===== config.mk =====
export PLATFORM = sky130hd
export DESIGN_NAME = spi_flash_ctrl
export DESIGN_NICKNAME = d
export VERILOG_FILES = /design/src/rtl/spi_flash_ctrl_pkg.sv /design/src/rtl/spi_flash_wfifo.sv /design/src/rtl/spi_flash_ctrl.sv
export SDC_FILE = /design/constraint.sdc
export NUM_CORES = 2
export LEC_CHECK = 0
export BUFFER_PORTS_ARGS = -buffer_cell sky130_fd_sc_hd__buf_2
export CAP_MARGIN = 20
export CORE_MARGIN = 3
export CORE_UTILIZATION = 45
export DETAILED_ROUTE_END_ITERATION = 16
export GPL_TIMING_DRIVEN = 1
export HOLD_SLACK_MARGIN = 0.12
export PLACE_DENSITY = 0.63
export SLEW_MARGIN = 30
export SYNTH_ARGS = -nofsm -noshare
export SYNTH_HDL_FRONTEND = slang
export SYNTH_HIERARCHICAL = 1
export SYNTH_SLANG_ARGS = --single-unit

===== constraint.sdc =====
create_clock -name clk -period 4.7 [get_ports clk]
set_input_delay 0.47 -clock clk [delete_from_list [all_inputs] [get_ports clk]]
set_output_delay 0.47 -clock clk [all_outputs]
set_load 0.005 [all_outputs]

===== src/rtl/spi_flash_ctrl_pkg.sv =====
// Shared opcodes, op/command encodings, FSM states and the op payload
// for the SPI flash command sequencer.
package spi_flash_ctrl_pkg;

  localparam int unsigned DATA_W  = 8;
  localparam int unsigned ADDR_W  = 24;
  localparam int unsigned LEN_W   = 9;
  localparam int unsigned OPLEN_W = 16;

  localparam logic [7:0] OPC_WREN = 8'h06;
  localparam logic [7:0] OPC_READ = 8'h03;
  localparam logic [7:0] OPC_PP   = 8'h02;
  localparam logic [7:0] OPC_SE   = 8'h20;
  localparam logic [7:0] OPC_RDSR = 8'h05;

  localparam logic [1:0] OPT_CMD         = 2'd0;
  localparam logic [1:0] OPT_CMD_ADDR    = 2'd1;
  localparam logic [1:0] OPT_CMD_ADDR_WR = 2'd2;

  localparam logic [1:0] CMD_READ = 2'd0;
  localparam logic [1:0] CMD_PP   = 2'd1;
  localparam logic [1:0] CMD_SE   = 2'd2;

  typedef enum logic [3:0] {
    ST_IDLE, ST_RD_ISSUE, ST_RD_WAIT, ST_FILL,
    ST_WREN_ISSUE, ST_WREN_WAIT, ST_MAIN_ISSUE, ST_MAIN_WAIT,
    ST_POLL_ISSUE, ST_POLL_WAIT, ST_DONE, ST_ERR
  } state_t;

  typedef struct packed {
    logic [31:0]        data;
    logic [1:0]         kind;
    logic [OPLEN_W-1:0] len;
    logic [OPLEN_W-1:0] clk_len;
  } op_t;

  function automatic op_t make_op(input logic [7:0] opc, input logic [ADDR_W-1:0] addr,
                                  input logic [1:0] kind, input logic [OPLEN_W-1:0] len,
                                  input logic [OPLEN_W-1:0] clk_len);
    op_t o;
    o.data    = {opc, addr};
    o.kind    = kind;
    o.len     = len;
    o.clk_len = clk_len;
    return o;
  endfunction

  // 32 clocks of command+address, then 8 clocks per data byte
  function automatic logic [OPLEN_W-1:0] data_clk_len(input logic [LEN_W-1:0] n);
    return 16'd32 + (16'(n) << 3);
  endfunction

  function automatic logic is_issue(input state_t s);
    return (s == ST_RD_ISSUE) || (s == ST_WREN_ISSUE) ||
           (s == ST_MAIN_ISSUE) || (s == ST_POLL_ISSUE);
  endfunction

endpackage


===== src/rtl/spi_flash_wfifo.sv =====
// Page-sized program-data FIFO; pop data is registered and reads 0 on an empty pop.
module spi_flash_wfifo #(
  parameter int unsigned P_AW = 8
) (
  input  logic          clk,
  input  logic          rst,
  input  logic [7:0]    push_data,
  input  logic          push,
  input  logic          pop,
  output logic [7:0]    pop_data,
  output logic [P_AW:0] count,
  output logic          ready
);

  localparam int unsigned DEPTH = 1 << P_AW;

  logic [7:0]      mem [DEPTH];
  logic [P_AW-1:0] wr_ptr;
  logic [P_AW-1:0] rd_ptr;
  logic [P_AW:0]   count_d;
  logic            do_push;
  logic            do_pop;

  assign do_push = push && ready;
  assign do_pop  = pop && (count != '0);

  always_comb begin
    count_d = count;
    case ({do_push, do_pop})
      2'b10:   count_d = count + (P_AW+1)'(1);
      2'b01:   count_d = count - (P_AW+1)'(1);
      default: count_d = count;
    endcase
  end

  always_ff @(posedge clk) begin
    if (do_push) mem[wr_ptr] <= push_data;
  end

  always_ff @(posedge clk or posedge rst) begin
    if (rst) begin
      wr_ptr   <= '0;
      rd_ptr   <= '0;
      count    <= '0;
      ready    <= 1'b1;
      pop_data <= '0;
    end else begin
      if (do_push) wr_ptr <= wr_ptr + P_AW'(1);
      if (do_pop)  rd_ptr <= rd_ptr + P_AW'(1);
      if (pop)     pop_data <= do_pop ? mem[rd_ptr] : 8'h00;
      count <= count_d;
      ready <= (count_d != (P_AW+1)'(DEPTH));
    end
  end

endmodule


===== src/rtl/spi_flash_ctrl.sv =====
// Flash command sequencer: expands READ / PAGE_PROGRAM / SECTOR_ERASE into
// spi_drive op transactions, buffers program data and forwards read bytes.
module spi_flash_ctrl
  import spi_flash_ctrl_pkg::*;
#(
  parameter int unsigned P_POLL_MAX = 65535,
  parameter int unsigned P_FIFO_AW  = 8
) (
  input  logic               clk,
  input  logic               rst,
  input  logic               i_cmd_valid,
  output logic               o_cmd_ready,
  input  logic [1:0]         i_cmd_type,
  input  logic [ADDR_W-1:0]  i_cmd_addr,
  input  logic [LEN_W-1:0]   i_cmd_len,
  input  logic [DATA_W-1:0]  i_wr_data,
  input  logic               i_wr_valid,
  output logic               o_wr_ready,
  output logic [DATA_W-1:0]  o_rd_data,
  output logic               o_rd_valid,
  output logic               o_rd_last,
  output logic               o_busy,
  output logic               o_done,
  output logic               o_err,
  output logic [31:0]        o_op_data,
  output logic [1:0]         o_op_type,
  output logic [OPLEN_W-1:0] o_op_len,
  output logic [OPLEN_W-1:0] o_op_clk_len,
  output logic               o_op_valid,
  input  logic               i_op_ready,
  output logic [DATA_W-1:0]  o_drv_wr_data,
  input  logic               i_drv_wr_req,
  input  logic [DATA_W-1:0]  i_drv_rd_data,
  input  logic               i_drv_rd_valid
);

  state_t              state_q, state_d;
  logic [1:0]          cmd_type_q;
  logic [ADDR_W-1:0]   cmd_addr_q;
  logic [LEN_W-1:0]    cmd_len_q;
  logic                wait_first_q;
  logic [15:0]         poll_cnt_q;
  logic [LEN_W-1:0]    rd_cnt_q;
  logic                status_bit_q;
  logic                cmd_ready_q, busy_q, done_q, err_q;
  logic                op_valid_q;
  op_t                 op_q, op_d;
  logic [DATA_W-1:0]   rd_data_q;
  logic                rd_valid_q, rd_last_q;
  logic [P_FIFO_AW:0]  fifo_count;

  logic                accept, handshake, op_end, poll_busy, poll_retry, fwd, pp_overflow;
  logic [1:0]          sel_type;
  logic [ADDR_W-1:0]   sel_addr;
  logic [LEN_W-1:0]    sel_len;

  spi_flash_wfifo #(.P_AW(P_FIFO_AW)) u_wfifo (
    .clk       (clk),
    .rst       (rst),
    .push_data (i_wr_data),
    .push      (i_wr_valid),
    .pop       (i_drv_wr_req),
    .pop_data  (o_drv_wr_data),
    .count     (fifo_count),
    .ready     (o_wr_ready)
  );

  always_ff @(posedge clk or posedge rst) begin
    if (rst) state_q <= ST_IDLE;
    else     state_q <= state_d;
  end

  // The cycle right after an op handshake is skipped: spi_drive's ready is still stale there.
  always_comb begin
    state_d     = state_q;
    op_d        = op_q;
    accept      = cmd_ready_q && i_cmd_valid;
    handshake   = op_valid_q && i_op_ready;
    op_end      = !wait_first_q && i_op_ready;
    poll_busy   = i_drv_rd_valid ? i_drv_rd_data[0] : status_bit_q;
    poll_retry  = 1'b0;
    fwd         = (state_q == ST_RD_WAIT) && i_drv_rd_valid;
    pp_overflow = (10'(i_cmd_addr[7:0]) + 10'(i_cmd_len)) > 10'd256;
    sel_type    = (state_q == ST_IDLE) ? i_cmd_type : cmd_type_q;
    sel_addr    = (state_q == ST_IDLE) ? i_cmd_addr : cmd_addr_q;
    sel_len     = (state_q == ST_IDLE) ? i_cmd_len  : cmd_len_q;

    case (state_q)
      ST_IDLE: begin
        if (accept) begin
          case (i_cmd_type)
            CMD_READ: state_d = (i_cmd_len == '0) ? ST_DONE : ST_RD_ISSUE;
            CMD_PP: begin
              if (i_cmd_len == '0)  state_d = ST_DONE;
              else if (pp_overflow) state_d = ST_ERR;
              else                  state_d = ST_FILL;
            end
            CMD_SE:  state_d = ST_WREN_ISSUE;
            default: state_d = ST_ERR;
          endcase
        end
      end
      ST_RD_ISSUE:   if (handshake) state_d = ST_RD_WAIT;
      ST_RD_WAIT:    if (op_end) state_d = ST_DONE;
      ST_FILL:       if (fifo_count >= (P_FIFO_AW+1)'(cmd_len_q)) state_d = ST_WREN_ISSUE;
      ST_WREN_ISSUE: if (handshake) state_d = ST_WREN_WAIT;
      ST_WREN_WAIT:  if (op_end) state_d = ST_MAIN_ISSUE;
      ST_MAIN_ISSUE: if (handshake) state_d = ST_MAIN_WAIT;
      ST_MAIN_WAIT:  if (op_end) state_d = ST_POLL_ISSUE;
      ST_POLL_ISSUE: if (handshake) state_d = ST_POLL_WAIT;
      ST_POLL_WAIT: begin
        if (op_end) begin
          if (!poll_busy)                           state_d = ST_DONE;
          else if (poll_cnt_q == 16'(P_POLL_MAX))   state_d = ST_ERR;
          else begin
            state_d    = ST_POLL_ISSUE;
            poll_retry = 1'b1;
          end
        end
      end
      ST_DONE: state_d = ST_IDLE;
      ST_ERR:  state_d = ST_IDLE;
      default: state_d = ST_IDLE;
    endcase

    case (state_d)
      ST_RD_ISSUE:   op_d = make_op(OPC_READ, sel_addr, OPT_CMD_ADDR, 16'd32, data_clk_len(sel_len));
      ST_WREN_ISSUE: op_d = make_op(OPC_WREN, '0, OPT_CMD, 16'd8, 16'd8);
      ST_MAIN_ISSUE: begin
        if (sel_type == CMD_PP)
          op_d = make_op(OPC_PP, sel_addr, OPT_CMD_ADDR_WR, 16'd32, data_clk_len(sel_len));
        else
          op_d = make_op(OPC_SE, sel_addr, OPT_CMD_ADDR, 16'd32, 16'd32);
      end
      ST_POLL_ISSUE: op_d = make_op(OPC_RDSR, '0, OPT_CMD, 16'd8, 16'd16);
      default:       op_d = op_q;
    endcase
  end

  // Registered outputs and per-command bookkeeping
  always_ff @(posedge clk or posedge rst) begin
    if (rst) begin
      cmd_type_q   <= '0;
      cmd_addr_q   <= '0;
      cmd_len_q    <= '0;
      wait_first_q <= 1'b0;
      poll_cnt_q   <= '0;
      rd_cnt_q     <= '0;
      status_bit_q <= 1'b0;
      cmd_ready_q  <= 1'b1;
      busy_q       <= 1'b0;
      done_q       <= 1'b0;
      err_q        <= 1'b0;
      op_valid_q   <= 1'b0;
      op_q         <= '0;
      rd_data_q    <= '0;
      rd_valid_q   <= 1'b0;
      rd_last_q    <= 1'b0;
    end else begin
      cmd_ready_q  <= (state_d == ST_IDLE);
      busy_q       <= (state_d != ST_IDLE);
      done_q       <= (state_d == ST_DONE);
      err_q        <= (state_d == ST_ERR);
      op_valid_q   <= is_issue(state_d);
      op_q         <= op_d;
      wait_first_q <= handshake;
      if (accept) begin
        cmd_type_q <= i_cmd_type;
        cmd_addr_q <= i_cmd_addr;
        cmd_len_q  <= i_cmd_len;
        poll_cnt_q <= '0;
        rd_cnt_q   <= '0;
      end
      if (state_q == ST_POLL_ISSUE)
        status_bit_q <= 1'b0;
      else if ((state_q == ST_POLL_WAIT) && i_drv_rd_valid)
        status_bit_q <= i_drv_rd_data[0];
      if (poll_retry) poll_cnt_q <= poll_cnt_q + 16'd1;
      rd_valid_q <= fwd;
      rd_last_q  <= fwd && (rd_cnt_q == (cmd_len_q - LEN_W'(1)));
      if (fwd) begin
        rd_data_q <= i_drv_rd_data;
        rd_cnt_q  <= rd_cnt_q + LEN_W'(1);
      end
    end
  end

  assign o_cmd_ready  = cmd_ready_q;
  assign o_busy       = busy_q;
  assign o_done       = done_q;
  assign o_err        = err_q;
  assign o_op_valid   = op_valid_q;
  assign o_op_data    = op_q.data;
  assign o_op_type    = op_q.kind;
  assign o_op_len     = op_q.len;
  assign o_op_clk_len = op_q.clk_len;
  assign o_rd_data    = rd_data_q;
  assign o_rd_valid   = rd_valid_q;
  assign o_rd_last    = rd_last_q;

endmodule

# [Word level (Yosys, flattened, before mapping)]
# Memory sizes are Yosys's and may differ from the RTL's.
# Index checks and enable logic that the tools add are counted.
[classes] reduce_logical=22 multipliers=0 order_cmp=2 add_sub_neg=9 n_div=0 n_eq_ne=23 bitwise_logic=0 shifts=0 n_mux=37
[op_table] cell="$pmux 66 s4" count=1
[op_table] cell="$mux 64" count=1
[op_table] cell="$mux 4" count=13
[op_table] cell="$pmux 4 s10" count=1
[op_table] cell="$mux 16" count=2
[op_table] cell="$mux 9" count=3
[op_table] cell="$eq 4x3->1 const B" count=6
[op_table] cell="$mux 24" count=1
[op_table] cell="$eq 4x4->1 const B" count=5
[op_table] cell="$add 9x1->9 const B" count=2
[op_table] cell="$pmux 9 s2" count=1
[op_table] cell="$sub 9x1->9 const B" count=2
[op_table] cell="$add 16x1->16 const B" count=1
[op_table] cell="$add 8x1->8 const B" count=2
[op_table] cell="$eq 16x16->1 const B" count=1
[op_table] cell="$add 6x12->13 const A" count=1
[op_table] cell="$pmux 4 s3" count=1
[op_table] cell="$add 8x9->10" count=1
[op_table] cell="$gt 10x9->1 const B" count=1
[op_table] cell="$eq 9x9->1" count=1
[op_table] cell="$ge 9x9->1" count=1
[op_table] cell="$logic_not 9->1" count=1
[op_table] cell="$mux 1" count=9
[op_table] cell="$ne 9x9->1 const B" count=1
[op_table] cell="14 further kinds" count=34
[word_totals] out_inout_bits=90 n_memories=1 regBits=181 rom_bits=0 ramBits=2048 input_bits=58 latchBits=0
[mem_list] name="u_wfifo.mem" words=256 word_bits=8 rd=1 rd_clocked_by_memory_dff=0 write_ports=1 line="spi_flash_wfifo.sv:17" text="logic [7:0] mem [DEPTH];"

# [Logic depth before layout (Yosys ltp)]
[logic_depth] ltp_word=11 depth_mapped=15

# [Modules after synthesis]
# Netlist, hierarchy kept.
[by_module_without_submodules] mod="spi_flash_wfifo" cells_per_inst=4026 area_each_um2=82032.4 instances=1 seq_area_each_um2=62351.0
[by_module_without_submodules] mod="spi_flash_ctrl" cells_per_inst=768 area_each_um2=6900.4 instances=1 seq_area_each_um2=3054.2

# [Least setup slack after synthesis]
# No wires, ideal clock.
[synth_path] kind="input -> register" startpoint="in i_drv_wr_req" endpoint="reg u_wfifo.ready" n_path_buf=2 arrival_time_ns=3.501 slack_ns=1.106 stages=14 required_time_ns=4.607 setup_time_ns=0.093 path_cell_list="clkinv_1 -> a41oi_2 -> ha_1 -> clkbuf_1 -> clkbuf_1 -> xor2_1 -> ha_1 -> a21boi_0 -> o22ai_1 -> or3_1 -> a21oi_1 -> xor2_1 -> nor4b_1 -> nand4b_1"
[synth_via] elab_chain_cells=4
[synth_rtl] item="start, declared" line="spi_flash_ctrl.sv:32" text="input logic i_drv_wr_req,"
[synth_rtl] item="$logic_and 1x1->1 *" line="spi_flash_wfifo.sv:25" text="assign do_pop = pop && (count != '0);"
[synth_rtl] item="$eq 2x1->1 or $eq 2x2->1 (tied branches)" line="spi_flash_wfifo.sv:29" text="case ({do_push, do_pop})"
[synth_rtl] item="$pmux 9 s2 *" line="spi_flash_wfifo.sv:29"
[synth_rtl] item="via u_wfifo.count_d[4]" line="spi_flash_wfifo.sv:20" text="logic [P_AW:0] count_d;"
[synth_rtl] item="$ne 9x9->1 *" line="spi_flash_wfifo.sv:52" text="ready <= (count_d != (P_AW+1)'(DEPTH));"
[synth_rtl] item="end signal, assigned" line="spi_flash_wfifo.sv:52"
[synth_rtl] item="end, declared" line="spi_flash_wfifo.sv:12" text="output logic ready"
# The timed path passes the listed nets; every way through them passes the cells marked *.
# A chain may end at the register's enable or synchronous reset.

# [Worst setup path after layout]
[layout_path] startpoint="reg u_wfifo.rd_ptr[0]" endpoint="reg u_wfifo.pop_data[4]"
[layout_via] elab_chain_cells=2
[layout_rtl] item="start, declared" line="spi_flash_wfifo.sv:19" text="logic [P_AW-1:0] rd_ptr;"
[layout_rtl] item="start signal, assigned" line="spi_flash_wfifo.sv:49" text="if (do_pop) rd_ptr <= rd_ptr + P_AW'(1);"
[layout_rtl] item="$mem_v2 256x8"
[layout_rtl] item="$mux 8" line="spi_flash_wfifo.sv:50" text="if (pop) pop_data <= do_pop ? mem[rd_ptr] : 8'h00;"
[layout_rtl] item="end signal, assigned" line="spi_flash_wfifo.sv:50"
[layout_rtl] item="end, declared" line="spi_flash_wfifo.sv:10" text="output logic [7:0] pop_data,"
# Every way passes these cells.

==> impl_metrics.ini <==
[status]
status = finished clean

[setup_path]
start_kind = flip-flop
worst-path-max-fanout = 42
cp.arrival_ps = 4460
critical_path_class = reg -> reg
crit_required_ps = 5390
critPathCaptureType = flip-flop

[grt]
antenna_found_initial = 11
met3_usage_pct = 5.50
overflow = 0
met1_usage_pct = 33.2
grt_pass1_vias = 47100
grt_usage_pct = 23.4
grt-busiest-layer = met2
grt_max_degree = 148
grt_pass1_wl_um = 345000
grtUsageMet2_pct = 35.3

[sta]
finClkSkew_ps = 66.2
finalWorstSetupSlack_ps = 927
period_needed_ps = 3770
fin_crit_sh_pct = 80.3
fin_setup_tns_ps = 0
final_max_slew_viol_count = 0
hold_viol = 0
relSlewSlack_pct = 26.7
holdWs_ps = 168
timing.fmax_mhz = 265
tightest_slew_ps = 1100
finalSetupViolCount = 0
rsz0062_at_grt = false

[clock_network]
h-tree-depth = 4
path_clk_slew_ps = 70
clockRootBuffer = clkbuf_16
cts_buffers = 215
clock_path_buffers = 3
cts.sinks = 2204
clk_latency_ps = 860
tritoncts = built

[synth]
syn_area_um2 = 88900
synthCells = 4794
netlist.area_leader.share_pct = 69.2
synth_edf_count = 2048
synth_warnings = 6
synth_flop_cell = edfxtp_1
ys_ff_latch = 2204
ys_async_sr_fraction_pct = 7.08
synth_largest_area_cell = edfxtp_1
avgSynthCellArea_um2 = 18.6
synth_area_leaders = edfxtp_1 69%, mux4_2 8.9%, dfrtp_1 4.3%, mux2i_1 2.9%, mux4_1 2.1%
synthDistinctLibCells = 101
yosysSeqAreaShare_pct = 73.5

[die]
rows = 162
initial_core_util_pct = 45.5
fp.dieH_um = 451
die_area_um2 = 203000
core_area_um2 = 196000
ios = 148
die_w_um = 451

[routing]
postRouteAntennaNets = 0
drc = 0
via_count = 48000
wl_per_cell_um = 30.5
initialDrtViolationCount = 5869
routed_via_density = 6.11
routed_wl_um = 240000
drtPass1Iterations = 6

[place]
dp_hpwl_um = 148000
portBuffers = 123
dp.cells = 7398
gp_congestion = 0.893
place_ws_ps = 950

[finish]
multi_input_area_um2 = 21400
fillers = 15500
final_nets = 5132
drive_gt1_share_pct = 19.5
area_growth_pct = 12.5
final_common_cell = edfxtp_1
layout.area.seq_um2 = 65400
final_cells = 7853
final_cell_mix = 2048 x edfxtp_1, 350 x mux4_2, 338 x nor2_1, 261 x mux2i_1, 251 x nand2_1

[power_and_ir_drop]
power.density_nw_per_um2 = 579
ir_worst_vdd_uv = 502
p_leak_nw = 32.9

[flow_run]
drv_cap = 0

[worst_hold_path]
hp-class = in -> reg
layer usage:
layer | up-vias | routed length, um
met1 | 25000 | 96300
met3 | 483 | 24200
met5 | - | 46
li1 | 19800 | -
met4 | 8 | 10000
met2 | 2635 | 109000
per-stage QoR:
step,total power [mW],cell area [um^2],utilization [%]
floorplan,34.5,89000,-
global placement,40.8,92300,47.2
detailed placement,40.9,92400,47.2
CTS,58.0,99900,51.1
global route,59.8,100000,51.2
finish,57.9,100000,51.2
synthesized netlist by cell type (10+ instances only):
| cell | instances |
|---|---|
| o221ai_1 | 18 |
| nand2_1 | 251 |
| mux2i_1 | 261 |
| o21ai_0 | 115 |
| o22ai_2 | 10 |
| nor2b_1 | 20 |
| mux2_2 | 21 |
| nor4_1 | 17 |
| a22oi_1 | 65 |
| o22ai_1 | 72 |
| ha_1 | 29 |
| nand3_1 | 69 |
| buf_4 | 67 |
| edfxtp_1 | 2048 |
| xor2_1 | 17 |
| clkbuf_1 | 98 |
| xnor2_1 | 33 |
| nand2b_1 | 25 |
| a22o_1 | 13 |
| and3_1 | 15 |
| dfrtp_1 | 154 |
| nand4_1 | 14 |
| buf_2 | 72 |
| mux4_1 | 72 |
| buf_6 | 41 |
| a211oi_1 | 34 |
| nor3_1 | 26 |
| o211ai_1 | 14 |
| a31oi_1 | 27 |
| nor2_1 | 350 |
| inv_1 | 57 |
| o31ai_1 | 10 |
| buf_8 | 13 |
| a21oi_1 | 91 |
| a221oi_1 | 33 |
| mux4_2 | 350 |
registers in the layout (all words and copies together), names as in the netlist, 2 cells and up:
signal / flops
cmd_addr_q: 24
cmd_len_q: 9
cmd_type_q: 2
o_op_clk_len: 10
o_op_data: 28
o_op_type: 2
o_rd_data: 8
poll_cnt_q: 16
rd_cnt_q: 9
state_q: 4
u_wfifo/count: 9
u_wfifo/mem: 2048
u_wfifo/pop_data: 8
u_wfifo/rd_ptr: 8
u_wfifo/wr_ptr: 8
area by class of cell:
type | instances | share of cell area [%]
Timing Repair Buffer | 320 | 2.66
Sequential cell | 2204 | 65.4
Clock inverter | 130 | 1.41
Multi-Input combinational cell | 2241 | 21.4
Tap cell | 2624 | 3.28
Antenna cell | 3 | 0.00750
Clock buffer | 269 | 5.65
Inverter | 62 | 0.238
final timing paths:
kind                                               start                         endpoint  slack (ps)  cells after the start
min                                         i_wr_data[7]     u_wfifo/mem[28][7]$_DFFE_PP_         170                      1
max in group asynchronous                            rst         o_rd_data[4]$_DFFE_PP0P_        3470                      4
max                        u_wfifo/rd_ptr[0]$_DFFE_PP0N_  u_wfifo/pop_data[4]$_DFFE_PP0P_         930                      8
min in group asynchronous                            rst       cmd_addr_q[13]$_DFFE_PP0P_         260                      3
min reg2reg                   cmd_addr_q[15]$_DFFE_PP0P_       cmd_addr_q[15]$_DFFE_PP0P_         470                      2
max reg2reg                u_wfifo/rd_ptr[0]$_DFFE_PP0N_  u_wfifo/pop_data[4]$_DFFE_PP0P_         930                      8
power breakdown:
part	switching, mW	leakage [nW]	internal, mW
clock	7.41	3.45	9.77
sequential	0.743	20.4	22.1
combinational	11.2	9.06	6.74
critical path: stages (launching register included):
cell	delay, ps
dfrtp_4	800
buf_12	350
buf_12	350
mux4_2	560
mux2_2	320
a22oi_1	580
a31oi_1	190
nand4_1	180
o311ai_0	190
timing repair:
action                                 in CTS  in global routing
hold buffers                               47                  3
buffers inserted                            0                  0
endpoints found under the hold margin     151                 93
resized for setup                           0                  0
kinds of logic (layout without fill, tap and decap cells):
family | count (synthesis) | in the layout | share of synthesized area [%]
DFF | 2204 | 2204 | 73.5
and+or+nand+nor | 847 | 847 | 4.24
muxes | 705 | 705 | 14.2
AOI/OAI and AO/OA | 585 | 585 | 4.51
buffers and inverters | 372 | 781 | 2.58
xor gates and xnor gates | 50 | 50 | 0.492
adders and majority gates | 30 | 30 | 0.431
other | 1 | 27 | 0.00422
No activity file was read; power rests on OpenSTA's default activity.
